==> src/rtl/irq_timer_pkg.sv <==
// Shared constants for the machine-mode timer/interrupt block: register offsets,
// pending/enable bit positions and reset values.
package irq_timer_pkg;

    localparam logic [4:0] MTIME_LO_OFF    = 5'h00;
    localparam logic [4:0] MTIME_HI_OFF    = 5'h04;
    localparam logic [4:0] MTIMECMP_LO_OFF = 5'h08;
    localparam logic [4:0] MTIMECMP_HI_OFF = 5'h0C;
    localparam logic [4:0] IRQ_EN_OFF      = 5'h10;
    localparam logic [4:0] IRQ_PEND_OFF    = 5'h14;

    localparam int unsigned IRQ_TIMER_BIT = 0;
    localparam int unsigned IRQ_EXT_BIT   = 1;

    localparam logic [63:0] MTIMECMP_RST = 64'hFFFF_FFFF_FFFF_FFFF;

    // Byte offset to word-aligned offset; the two low address bits are don't-care.
    function automatic logic [4:0] word_off(input logic [4:0] addr);
        return addr & 5'b11100;
    endfunction

endpackage

==> src/rtl/irq_timer_ctrl_sync.sv <==
// Two-flop synchronizer for an asynchronous request line followed by a
// single-cycle rising-edge pulse.
module irq_sync_edge (
    input  logic clk,
    input  logic rst,
    input  logic async_i,
    output logic rise_o
);

    logic sync1_q;
    logic sync2_q;
    logic dly_q;

    // Metastability filter plus one delay stage for edge detection.
    always_ff @(posedge clk or posedge rst) begin
        if (rst) begin
            sync1_q <= 1'b0;
            sync2_q <= 1'b0;
            dly_q   <= 1'b0;
        end else begin
            sync1_q <= async_i;
            sync2_q <= sync1_q;
            dly_q   <= sync2_q;
        end
    end

    assign rise_o = sync2_q & ~dly_q;

endmodule

==> src/rtl/irq_timer_ctrl.sv <==
// Machine-mode interrupt source: 64-bit mtime/mtimecmp pair with prescaler,
// edge-latched external request, and a small word-addressed MMIO slave.
module irq_timer_ctrl
    import irq_timer_pkg::*;
#(
    parameter int unsigned PRESCALE = 1
) (
    input  logic        clk,
    input  logic        rst,
    input  logic        bus_sel,
    input  logic        bus_we,
    input  logic [4:0]  bus_addr,
    input  logic [31:0] bus_wdata,
    output logic [31:0] bus_rdata,
    input  logic        ext_irq,
    output logic        interrupt
);

    localparam logic [15:0] PRESC_TC = 16'(PRESCALE - 1);

    logic [15:0] presc_q, presc_d;
    logic [63:0] mtime_q, mtime_d;
    logic [63:0] mtimecmp_q, mtimecmp_d;
    logic [1:0]  en_q, en_d;
    logic        ext_pend_q, ext_pend_d;
    logic        irq_q, irq_d;

    logic        tick_s;
    logic        wr_s;
    logic        rd_s;
    logic [4:0]  off_s;
    logic        ext_rise_s;
    logic        timer_pend_s;

    irq_sync_edge u_sync (
        .clk     (clk),
        .rst     (rst),
        .async_i (ext_irq),
        .rise_o  (ext_rise_s)
    );

    assign off_s        = word_off(bus_addr);
    assign wr_s         = bus_sel & bus_we;
    assign rd_s         = bus_sel & ~bus_we;
    assign tick_s       = (presc_q == PRESC_TC);
    assign timer_pend_s = (mtime_q >= mtimecmp_q);

    // Prescaler runs freely; software writes to mtime do not disturb its phase.
    always_comb begin
        presc_d = presc_q;
        if (tick_s) begin
            presc_d = 16'd0;
        end else begin
            presc_d = presc_q + 16'd1;
        end
    end

    // A write to either mtime half blocks the whole 64-bit increment that cycle.
    always_comb begin
        mtime_d = mtime_q;
        if (wr_s && (off_s == MTIME_LO_OFF)) begin
            mtime_d[31:0] = bus_wdata;
        end else if (wr_s && (off_s == MTIME_HI_OFF)) begin
            mtime_d[63:32] = bus_wdata;
        end else if (tick_s) begin
            mtime_d = mtime_q + 64'd1;
        end else begin
            mtime_d = mtime_q;
        end
    end

    // Compare, enable and external-pending next state; an edge beats a W1C.
    always_comb begin
        mtimecmp_d = mtimecmp_q;
        en_d       = en_q;
        ext_pend_d = ext_pend_q;
        if (wr_s && (off_s == MTIMECMP_LO_OFF)) begin
            mtimecmp_d[31:0] = bus_wdata;
        end else if (wr_s && (off_s == MTIMECMP_HI_OFF)) begin
            mtimecmp_d[63:32] = bus_wdata;
        end else begin
            mtimecmp_d = mtimecmp_q;
        end
        if (wr_s && (off_s == IRQ_EN_OFF)) begin
            en_d = bus_wdata[1:0];
        end else begin
            en_d = en_q;
        end
        if (ext_rise_s) begin
            ext_pend_d = 1'b1;
        end else if (wr_s && (off_s == IRQ_PEND_OFF) && bus_wdata[IRQ_EXT_BIT]) begin
            ext_pend_d = 1'b0;
        end else begin
            ext_pend_d = ext_pend_q;
        end
        irq_d = (timer_pend_s & en_q[IRQ_TIMER_BIT]) | (ext_pend_q & en_q[IRQ_EXT_BIT]);
    end

    // State registers.
    always_ff @(posedge clk or posedge rst) begin
        if (rst) begin
            presc_q    <= 16'd0;
            mtime_q    <= 64'd0;
            mtimecmp_q <= MTIMECMP_RST;
            en_q       <= 2'b00;
            ext_pend_q <= 1'b0;
            irq_q      <= 1'b0;
        end else begin
            presc_q    <= presc_d;
            mtime_q    <= mtime_d;
            mtimecmp_q <= mtimecmp_d;
            en_q       <= en_d;
            ext_pend_q <= ext_pend_d;
            irq_q      <= irq_d;
        end
    end

    assign interrupt = irq_q;

    // Read mux; zero whenever no read is in progress.
    always_comb begin
        bus_rdata = 32'd0;
        if (rd_s) begin
            case (off_s)
                MTIME_LO_OFF:    bus_rdata = mtime_q[31:0];
                MTIME_HI_OFF:    bus_rdata = mtime_q[63:32];
                MTIMECMP_LO_OFF: bus_rdata = mtimecmp_q[31:0];
                MTIMECMP_HI_OFF: bus_rdata = mtimecmp_q[63:32];
                IRQ_EN_OFF:      bus_rdata = {30'd0, en_q};
                IRQ_PEND_OFF:    bus_rdata = {30'd0, ext_pend_q, timer_pend_s};
                default:         bus_rdata = 32'd0;
            endcase
        end else begin
            bus_rdata = 32'd0;
        end
    end

endmodule
==> config.mk <==
export PLATFORM = sky130hd
export DESIGN_NAME = irq_timer_ctrl
export DESIGN_NICKNAME = d
export VERILOG_FILES = /design/src/rtl/irq_timer_pkg.sv /design/src/rtl/irq_timer_ctrl_sync.sv /design/src/rtl/irq_timer_ctrl.sv
export SDC_FILE = /design/constraint.sdc
export NUM_CORES = 1
export LEC_CHECK = 0
export BUFFER_PORTS_ARGS = -buffer_cell sky130_fd_sc_hd__buf_2
export CORE_MARGIN = 4
export CORE_UTILIZATION = 50
export DETAILED_ROUTE_END_ITERATION = 10
export MAX_ROUTING_LAYER = met4
export PLACE_DENSITY = 0.76
export SLEW_MARGIN = 20
export SYNTH_ARGS = -nofsm -noshare
export SYNTH_HDL_FRONTEND = slang
export SYNTH_HIERARCHICAL = 1
export SYNTH_SLANG_ARGS = --single-unit
==> constraint.sdc <==
create_clock -name clk -period 8.5 [get_ports clk]
set_input_delay 0.425 -clock clk [delete_from_list [all_inputs] [get_ports clk]]
set_output_delay 0.425 -clock clk [all_outputs]
set_load 0.01 [all_outputs]
[Word level (Yosys, flattened, before mapping)]
Cells that the tools add are included.
W data, S select, Z words.
Storage, ports and cells
  word-level logic and storage cells: 54
  register bits: 151
  bits in read-only memories: 0
  memories kept: 0
  bits in latches: 0
  memory bits (writable): 0
  output and inout bits: 33
Operators by class
  mux-type cells: 9
  shift operators: 0
  $lt $le $gt $ge: 1
  eq/ne operators: 6
  div/mod/pow operators: 0
  bitwise gates (word level): 10
  multiply operators: 0
  reduce and logical (&&, ||, !) cells: 15
  add/sub/neg operators: 2
Operators with widths (count)
  $pmux W32 S6: 1
  $mux W32: 4
  $add A64 B1 Y64 const B: 1
  $ge A64 B64 Y1: 1
  $mux W64: 1
  $add A16 B1 Y16 const B: 1
  $logic_not A16 Y1: 1
  $mux W16: 1
  $logic_and A1 B1 Y1: 7
  $eq A3 B2 Y1 const B: 2
  $eq A3 B3 Y1 const B: 2
  $reduce_and A2 Y1: 3
  $reduce_bool A2 Y1: 3
  $and A1 B1 Y1: 5
  $logic_not A5 Y1: 1
  $not A1 Y1: 4
  $eq A3 B1 Y1 const B: 1
  $mux W1: 2
  $ne A2 B2 Y1 const B: 1
  $or A1 B1 Y1: 1

[Longest topological paths before layout]
  depth after elaboration: 5
  mapped depth: 10
  mapped depth without buffers: 9

[Hierarchy]
Netlist, hierarchy kept.
By module, submodules not included
  irq_timer_ctrl: instances 1, area an instance 9420.3 um^2, seq. area each 3783.6 um^2, cells each 1107
  irq_sync_edge: instances 1, area an instance 92.6 um^2, seq. area each 75.1 um^2, cells each 5

[Worst setup path after synthesis]
Ideal clock, no wire load.
  path type: flip-flop to output port
  start point: register mtimecmp_q[62]
  end point: output bus_rdata[0]
  cell stages (with the launch flop): 9
  required time: 8.075 ns
  setup slack: 5.496 ns
  path buffers: 0
  arrival time: 2.579 ns
  cells stage by stage: dfstp_2 -> inv_1 -> ha_1 -> nand4_1 -> or3_1 -> or4_4 -> nor4_2 -> o31ai_1 -> a311oi_1
Between the ends
  cells in the longest elaborated chain, start to end: 3
RTL lines
  start, declared: line irq_timer_ctrl.sv:23  | logic [63:0] mtimecmp_q, mtimecmp_d;
  start signal, assigned: line irq_timer_ctrl.sv:111  | mtimecmp_q <= mtimecmp_d;
  $ge A64 B64 Y1: line irq_timer_ctrl.sv:46  | assign timer_pend_s = (mtime_q >= mtimecmp_q);
  $pmux W32 S6: line irq_timer_ctrl.sv:124  | case (off_s)
  $mux W32: line irq_timer_ctrl.sv:123  | if (rd_s) begin
  end, declared: line irq_timer_ctrl.sv:14  | output logic [31:0] bus_rdata,
No other way between the ends.

[Worst setup path after layout]
  start point: register mtimecmp_q[63]
  end point: output bus_rdata[0]
The elaborated chain is that of the path after synthesis.

==> results list <==
- Before CTS, the worst setup slack after placement is 5030 ps.
- In the final routed layout, each cell accounts on average for 18.8 um.
- After detailed routing, the number of remaining DRC violations is 0.
- For this run, asynchronously set or reset flops after synthesis account for 1.00.
- Number of input and output port buffers inserted: 72
* Synthesis-to-layout area growth: 13.1%
- The detail route stage leaves a number of antenna-violating nets equal to 0.
- FP Rows: 50
* Worst min-delay path category: in2reg
* Rel. slew slack: 0.323
- For the pin with the worst max-slew slack, the measured transition is 1010 ps.
* Die outline width: 146 um
- Of the synthesized area, sequential elements account for 0.406.
- In this run the power density over the cells is 250 mW/mm^2.
- The number of gates resized after CTS was 0.
- Setup violations remaining at the end of the flow were counted as 0.
- The number of global-route vias before repair was 8,380.
- The die covers 0.0213 mm^2.
- Final clock period utilization by the worst path: 0.456
- Total standard cell area after synthesis: 0.00951 mm^2
- Total setup buffers inserted after CTS: 0
* Detailed-route vias per instance: 6.10
* Number of antenna violations at the first check in global routing: 1
- Chip height: 146 um
* Fraction of final layout cells sized beyond drive strength 1: 0.174
* Fraction of power consumed by combinational cells: 0.264
- Count of flip-flops with a built-in enable after synthesis: 0
* Reported max-cap violation count: 0
* Fraction of power consumed by the clock network: 0.313
- The setup path with the least slack is of type reg2out.
* Worst-path fanout max: 2
- Power spent charging and discharging nets: 0.909 mW
* Most used DFF post-synth: dfrtp_1
* Remaining global-route overflow: 0
- TritonCTS built the clock tree.
* Total core area: 0.0187 mm^2
- Leakage power: 4.62 nW
- Total design power: 2.69 mW
- Top-level I/O count: 75
- Static timing analysis puts the maximum clock frequency at 0.258 GHz.
- Net switching fraction of the power: 0.338
* Area of placed instances: 0.0100 mm^2
* CP Data Arrival Time: 3450 ps
- The cell count after synthesis came out at 1,112.
* Setup repair after global routing missed its margin: no
- Largest buffer count on any clock path: 2
- The H-tree was split into 4 levels.
* Number of buffers inserted for hold repair after clock tree synthesis: 1
* Estimated wirelength of the detail-placed design: 18,100 um
* Maximum number of pins on one net before global-route repair: 82
- The share of total power dissipated in sequential elements is 0.422.
* Clock root buffer: clkbuf_16
* Final setup margin: 4620 ps
- At the worst endpoint, the required time is 8080 ps.
* # placed instances: 1,370
- After the flow finishes, the layout carries non-filler instances totaling 1,406.
- The number of different library cells used by synthesis comes to 64.
- The worst-case IR drop observed on VDD is 0.162 mV.
- The number of clock buffers added by TritonCTS is 17.
- Cell area after layout: 0.0108 mm^2
- The first detailed-routing pass ran for 9 iterations.
- Counting I/O delays and the setup requirement, the final critical path takes 3880 ps.
- STA classifies the critical path endpoint as an output port.
* Final Net Count: 1,267
- The congestion estimate from routability-driven global placement came to 0.893.
- In this run, the number of DRC markers left after iteration 0 of detailed routing was 866.
* Summed negative setup slack over all endpoints: 0 ps
- After detailed routing, the total wire length is 26,400 um.
* Most frequent cells in the layout: nand2_1, a21oi_1, o21ai_0
- The number of max-slew violations in the final report is 0.
- Syn_area_per_cell: 8.55 um^2
* Element type at the critical path start: register
- After filler insertion, the fill cell instance count of the layout stands at 1,636.
* Warning count from the yosys run: 6
- The later pin in the worst-skew pair is clocked with a latency of 430 ps.
- For this run, the total global-route usage over all layers was measured as 0.258.
* Pint: 1.78 mW
* Most common cell after layout, fill and taps aside: nand2_1
- Counting every sink on the clock net gives 151.
- Global-route wire length before repair: 43,800 um
* Outcome: complete, no violations
* Final setup skew: 10.3 ps
* Register clock-pin slew on the reported worst setup and hold paths: 60 ps
- Hold Fails Final Rpt: 0
- After synthesis the netlist holds a flip-flop and latch count of 151.
- Starting Density: 0.509
- Synthesis produced a netlist with a net count of 1,221.
* Vias: 8,578
path summary, 6_finish.rpt:
kind	startpoint	to	slack, ps	depth (start not counted)
max in group asynchronous	rst	mtime_q[6]	6610	4
min in group asynchronous	rst	u_sync/dly_q	450	3
hold reg to reg	u_sync/sync1_q	u_sync/sync2_q	350	0
hold / removal	ext_irq	u_sync/sync1_q	100	1
setup reg to reg	mtime_q[2]	mtime_q[59]	5570	7
setup / recovery	mtimecmp_q[63]	bus_rdata[0]	4620	9
logic make-up (layout without fill, tap and decap cells):
logic type / after synthesis / count (layout) / synth area share
other: 0 / 1 / 0
and+or+nand+nor: 369 / 369 / 0.191
adders and majority gates: 67 / 67 / 0.0881
xor gates and xnor gates: 45 / 45 / 0.0414
DFF: 151 / 151 / 0.406
muxes: 7 / 7 / 0.00802
buffers and inverters: 143 / 202 / 0.0587
AOI/OAI and AO/OA: 330 / 330 / 0.207
worst max-delay path, stage by stage (launching register included):
cell	delay, ps
dfstp_2	530
inv_1	50
ha_1	300
nand4_1	140
or3_1	440
or4_4	590
nor4_2	280
o31ai_1	190
a311oi_1	310
buf_2	180
layout make-up:
class,count,area [um^2],share of cell area
Multi-Input combinational cell,818,5120,0.476
Sequential cell,151,3860,0.359
Timing Repair Buffer,87,512,0.0476
Clock buffer,22,497,0.0462
Inverter,83,317,0.0294
Tap cell,234,293,0.0272
Clock inverter,10,164,0.0152
Antenna cell,1,2.50,0.000233
power groups by stage:
stage | combinational, mW | sequential [mW] | clock [mW]
after global placement | 0.670 | 1.13 | 0
final | 0.711 | 1.14 | 0.842
after global routing | 0.815 | 1.16 | 0.884
after CTS | 0.709 | 1.13 | 0.848
after detailed placement | 0.699 | 1.14 | 0
after floorplan | 0.522 | 1.08 | 0
per-layer routing:
layer	routed length [um]	GRT usage
met1	11600	0.347
met2	12400	0.402
met3	1690	0.0414
met4	668	0.0836
met5	0	-
flip-flops by register name (all words and copies together), names as in the netlist:
register,count
u_sync/sync2_q,1
mtimecmp_q,64
en_q,2
ext_pend_q,1
presc_q,16
interrupt,1
u_sync/dly_q,1
mtime_q,64
u_sync/sync1_q,1
cells in the mapped netlist (4+ instances only):
library cell	n	area share
and2_1	5	0.0033
and4_1	13	0.012
dfstp_2	64	0.18
dfrtp_1	87	0.23
xor2_1	13	0.012
and3_1	21	0.014
nor2_1	76	0.030
clkbuf_1	46	0.018
nand3_1	48	0.025
a31oi_1	9	0.0059
inv_1	83	0.033
o21ai_0	98	0.052
nor2b_1	4	0.0026
a21o_1	8	0.0063
xnor2_1	32	0.029
ha_1	67	0.088
mux2_2	5	0.0059
nand2_1	124	0.049
o21a_1	4	0.0032
nor3_1	15	0.0079
a22oi_1	64	0.051
o22ai_1	4	0.0026
nor4_1	12	0.0079
a21oi_1	112	0.059
nand4_1	30	0.020
buf_2	10	0.0053
through the flow:
| step | util | hold slack [ps] |
|---|---|---|
| after global routing | 0.575 | 98.5 |
| final | 0.575 | 105 |
| after floorplan | - | 179 |
| after detailed placement | 0.537 | 337 |
| after global placement | 0.537 | 331 |
| after CTS | 0.572 | 95.1 |
Power figures use the tool's default switching activity.
